`src/rtl/scr1_imem_responder.sv`:
```
`default_nettype none
// ============================================================================
//  Module   : scr1_imem_responder
//  Purpose  : Instruction-memory slave for the SCR1 IMEM bus. Serves
//             word-aligned reads from a single SRAM window, with optional
//             extra read latency, and answers anything else with RDY_ER.
//  Revision : 1.0 - initial release
// ============================================================================
module scr1_imem_responder #(
    parameter logic [31:0] MEM_BASE      = 32'h0048_0000,
    parameter int          MEM_SIZE_LOG2 = 16,
    parameter int          WAIT_CYCLES   = 0
) (
    input  logic                       clk,
    input  logic                       rst_n,
    output logic                       imem_req_ack,
    input  logic                       imem_req,
    input  logic                       imem_cmd,
    input  logic [31:0]                imem_addr,
    output logic [31:0]                imem_rdata,
    output logic [1:0]                 imem_resp,
    output logic                       mem_en,
    output logic [MEM_SIZE_LOG2-3:0]   mem_addr,
    input  logic [31:0]                mem_rdata
);

    // SCR1 bus encodings (type_scr1_mem_cmd_e / type_scr1_mem_resp_e)
    localparam logic       c_CMD_RD      = 1'b0;
    localparam logic [1:0] c_RESP_NOTRDY = 2'b00;
    localparam logic [1:0] c_RESP_RDY_OK = 2'b01;
    localparam logic [1:0] c_RESP_RDY_ER = 2'b10;

    localparam logic [1:0] c_ST_IDLE = 2'd0;
    localparam logic [1:0] c_ST_WAIT = 2'd1;
    localparam logic [1:0] c_ST_RESP = 2'd2;

    localparam logic [3:0] c_WAIT     = 4'(WAIT_CYCLES);
    localparam logic       c_HAS_WAIT = (WAIT_CYCLES != 0);

    logic [1:0]  r_state;
    logic [1:0]  w_next;
    logic [3:0]  r_cnt;
    logic        r_err;
    logic        r_cap;
    logic [31:0] r_data;
    logic        w_accept;
    logic        w_valid;
    logic [31:0] w_rdata_src;

    // Only one request may be outstanding, so WAIT is the sole busy state.
    assign imem_req_ack = (r_state != c_ST_WAIT);
    assign w_accept     = imem_req & imem_req_ack;

    assign w_valid = (imem_cmd == c_CMD_RD) &&
                     (imem_addr[1:0] == 2'b00) &&
                     (imem_addr[31:MEM_SIZE_LOG2] == MEM_BASE[31:MEM_SIZE_LOG2]);

    // SRAM strobe is issued in the accept cycle itself; it is gated by
    // rst_n so nothing reaches the SRAM while the block is held in reset.
    assign mem_en   = rst_n & w_accept & w_valid;
    assign mem_addr = imem_addr[MEM_SIZE_LOG2-1:2];

    // With no extra latency the SRAM output lines up with the response
    // cycle, so it is forwarded directly; otherwise the captured copy is used.
    assign w_rdata_src = c_HAS_WAIT ? r_data : mem_rdata;

    // Next-state selection; RESP accepts a new request exactly like IDLE.
    always_comb begin
        w_next = r_state;
        case (r_state)
            c_ST_IDLE, c_ST_RESP: begin
                if (w_accept) begin
                    w_next = (w_valid && c_HAS_WAIT) ? c_ST_WAIT : c_ST_RESP;
                end else begin
                    w_next = c_ST_IDLE;
                end
            end
            c_ST_WAIT: begin
                if (r_cnt <= 4'd1) begin
                    w_next = c_ST_RESP;
                end
            end
            default: w_next = c_ST_IDLE;
        endcase
    end

    // State, wait counter and per-request error/data bookkeeping.
    always_ff @(posedge clk or negedge rst_n) begin
        if (!rst_n) begin
            r_state <= c_ST_IDLE;
            r_cnt   <= 4'd0;
            r_err   <= 1'b0;
            r_cap   <= 1'b0;
            r_data  <= 32'd0;
        end else begin
            r_state <= w_next;
            r_cap   <= mem_en;
            if (r_cap) begin
                r_data <= mem_rdata;
            end
            if (w_accept) begin
                r_err <= !w_valid;
                r_cnt <= w_valid ? c_WAIT : 4'd0;
                if (!w_valid) begin
                    r_data <= 32'd0;
                end
            end else if (r_state == c_ST_WAIT) begin
                r_cnt <= r_cnt - 4'd1;
            end
        end
    end

    // Response is driven only in RESP; the bus is quiet (NOTRDY, 0) otherwise.
    always_comb begin
        imem_resp  = c_RESP_NOTRDY;
        imem_rdata = 32'd0;
        if (r_state == c_ST_RESP) begin
            if (r_err) begin
                imem_resp = c_RESP_RDY_ER;
            end else begin
                imem_resp  = c_RESP_RDY_OK;
                imem_rdata = w_rdata_src;
            end
        end
    end

endmodule
`default_nettype wire

```
`config.mk`:
```
export PLATFORM = sky130hd
export DESIGN_NAME = scr1_imem_responder
export DESIGN_NICKNAME = d
export VERILOG_FILES = /design/src/rtl/scr1_imem_responder.sv
export SDC_FILE = /design/constraint.sdc
export NUM_CORES = 1
export LEC_CHECK = 0
export BUFFER_PORTS_ARGS = -buffer_cell sky130_fd_sc_hd__buf_2
export CAP_MARGIN = 25
export CORE_ASPECT_RATIO = 0.7
export CORE_MARGIN = 2
export CORE_UTILIZATION = 22
export CTS_BUF_LIST = sky130_fd_sc_hd__clkbuf_8
export DETAILED_ROUTE_END_ITERATION = 16
export GPL_ROUTABILITY_DRIVEN = 0
export PLACE_DENSITY = 0.87
export SLEW_MARGIN = 20
export SYNTH_ARGS = -nofsm -noshare
export SYNTH_HDL_FRONTEND = slang
export SYNTH_SLANG_ARGS = --single-unit
```
`constraint.sdc`:
```
create_clock -name clk -period 1.1 [get_ports clk]
set_input_delay 0.11 -clock clk [delete_from_list [all_inputs] [get_ports clk]]
set_output_delay 0.11 -clock clk [all_outputs]
set_load 0.02 [all_outputs]
```
==> results.md <==
* Outcome: finished with violations
* Failing checks: negative setup slack
* Clock Latency Late Sink at about 0.21 ns
* Die Y at ~43 µm
* CP Capture Type: primary output
* Hold path cells at 1
* Initial Utilization at 24.1%
* Clock Tree Root: clkbuf_8
* Via/cell ratio at 4.24
* Chip width at approximately 60 µm
* YS warnings at 0
* Gr ovfl total at 0
* Post-synth ARST share at 100%
* Yosys top cell by area: and2_1
* CP Data Required Time at 0.99 ns
* Final setup margin at -0.200 ns
* I/O Buffers at 88
* Ys flop type: dfrtp_1
* Final setup viols at 34
* Crit-path leading delay family: flip-flops
* CP max stage delay at 0.39 ns
* Worst Path Arrival at 1.19 ns
* Final Util at 62.4%
* Vias in the first global route at 646
* Leak pwr at 0.655 nW
* RSZ-0062 raised after global routing: yes
* PwrDens at 411 nW/µm²
* DR vias at 700
* Mux contribution to synthesized area at 0%
* CTS tree: built
* Max clock buf depth at 2
* DP Area at 841 µm²
* Starting DRC count in detailed routing at 11
* Most frequent cells after synthesis: and2_1 (33), buf_4 (15), buf_2 (3)
* Crit-path cells: nor2b_4 > buf_6 > and2_2 > buf_6
* Core area at 1940 µm²
* Syn-to-layout area delta at 159%
* Die area at 2510 µm²
* Final Hold Viols at 0
* Yosys reg bits at 2
* Final ANT Viol Nets at 0
* Synth Area per Inst at approximately 7.3 µm²
* Largest family of logic cells by synthesized area: simple AND/OR/NAND/NOR gates
* 1st-pass router iterations at 3
* Total CTS buffers at 3
* Post-DP HPWL at 1.42 mm
* Hold path start: imem_req
* Synth Net Count at 132
* Final Cell Area at roughly 1200 µm²
* Most frequent cell after synthesis: and2_1
* Total power at 496 µW
* Largest cells by area after synthesis: and2_1 (44%), buf_4 (24%), dfrtp_1 (11%), nor4b_1 (3.8%), buf_2 (3.2%)
* First-pass GRT wire length at between 2 and 3 mm
* Fillcell total at 174
* Hold Path Class: primary input to register
* Fmax at between 700 and 800 MHz
* Ports at between 100 and 150
* Min Tclk post-route at 1.30 ns
* Antenna cells at 0
* Crit start category: register
* # Max-Cap Violations at 0
* Total clock sinks at 2
* Synth unique cells at 13
* Worst-path clk slew at 0.03 ns
* Fin crit share at 118%
* Post-synthesis adder-cell area fraction at 0%
* Worst r2r src: r_err
* WS Path Type: register to primary output
* Routed WL at 2.07 mm
* Fin. max-slew vios at 0
* Peak VDD IR at 469 µV
* H-tree depth at 1
* Crit path max-delay cell type: dfrtp_1
* Most frequent CP cell: buf_6
* Post-Synth Simple-Gate Area at roughly 60%
* Post-detailed-route wirelength per cell at 12.6 µm
* Compound-Gate Fraction of Synth Area at 1.34%
* Xor/xnor share of the synthesized area at 0%
* Worst r2r dst: r_err
* Row cnt at 13
* Pin count of the biggest net entering global routing at 14
* Total track usage at 13.6%
* Yosys top cell area share at approximately 44%
* Worst R2R Setup Slack at between 0.15 and 0.2 ns
* Fin nets at 213
* Share of cells above drive strength 1 at 83.9%
* Post-Syn Instances at 64
* Post-synth design cell area at 467 µm²
* Critical Path Fanout Max at 13
* CP Buf/Inv Count at 2
* WHS Endpoint: r_state[1]
* Initial antenna violation count at 0
* Residual DRC count at 0
* Worst reg2reg path depth at 4
* EDFF count, synth at 0
* Sequential share of the synthesized area at 10.7%
* Clock Skews at 0 ns
==> where the power goes <==
group	switching (mW)	total, mW	internal (mW)	leakage (nW)
Combinational	0.0440	0.132	0.0878	0.613
Sequential	0.00101	0.0771	0.0761	0.0204
Clock	0.0557	0.287	0.231	0.0216
Total	0.101	0.496	0.395	0.655
==> stage by stage <==
| stage | setup WS [ns] | hold WS, ns | instances | setup TNS [ns] |
|---|---|---|---|---|
| after global placement | -0.0300 | -0.0974 | 159 | -0.0428 |
| after floorplan | 0.00846 | -0.186 | 64 | 0 |
| after global routing | -0.245 | 0.0365 | 165 | -7.59 |
| final | -0.200 | 0.0360 | 165 | -5.94 |
| after detailed placement | -0.0261 | -0.0940 | 159 | -0.162 |
| after CTS | -0.223 | 0.0262 | 165 | -6.43 |
==> worst reg2reg max path: stages (launching register included) <==
cell,delay [ns]
dfrtp_1,0.39
buf_4,0.15
buf_6,0.10
nor2_1,0.10
a31oi_1,0.05
==> cells by family (layout without fill, tap and decap cells) <==
| kind of cell | count (synthesis) | count (layout) |
|---|---|---|
| AOI/OAI and AO/OA | 1 | 1 |
| and+or+nand+nor | 42 | 42 |
| buffers and inverters | 18 | 97 |
| other | 1 | 1 |
| DFF | 2 | 2 |
==> worst max-delay path by stage <==
stage                       start             end  slack [ns]  cells past startpoint
global placement    imem_addr[26]          mem_en       -0.03                      5
CTS                         r_err   imem_rdata[5]       -0.22                      4
global route                r_err  imem_rdata[10]       -0.24                      4
floorplan                   r_err  imem_rdata[10]       0.008                      3
finish                      r_err  imem_rdata[10]       -0.20                      4
detailed placement  imem_addr[26]          mem_en       -0.03                      5
==> registers in the layout, indices dropped and copies added (netlist names) <==
signal / cells
r_err: 1
r_state: 1
==> timing repair <==
action                     in CTS  in global routing
hold endpoints to repair        2                  0
buffers inserted                1                  1
gates resized for setup        55                 36
cloned                          1                  0
setup endpoints to repair      35                 35
pin swaps                       3                  4
hold buffers                    1                  0
==> layout by cell type, fill, tap and decap left out, drive strengths merged <==
master       Yosys  layout
dfrtp            2       2
nor4             2       2
clkbuf           0       3
nor2             1       1
nor4b            3       3
a31oi            1       1
dlygate4sd3      0       1
and2            33      33
nor2b            1       1
buf             18      93
and4             1       1
conb             1       1
and3             1       1
==> metal layers <==
metal	up-vias	GRT usage [%]	wire length (µm)
met5	-	0	0
met4	0	4.09	0
li1	345	-	-
met1	321	14.9	690
met3	0	2.78	142
met2	34	25.8	1240
==> cell type report <==
cell class                 count  area, µm²  share of cell area [%]
multi-input combinational     44        362                    29.9
clock buffer                   3       41.3                    3.42
tap                           22       27.5                    2.28
timing repair buffer          94        727                    60.2
sequential                     2       50.0                    4.15
No activity file was read; power rests on OpenSTA's default activity.
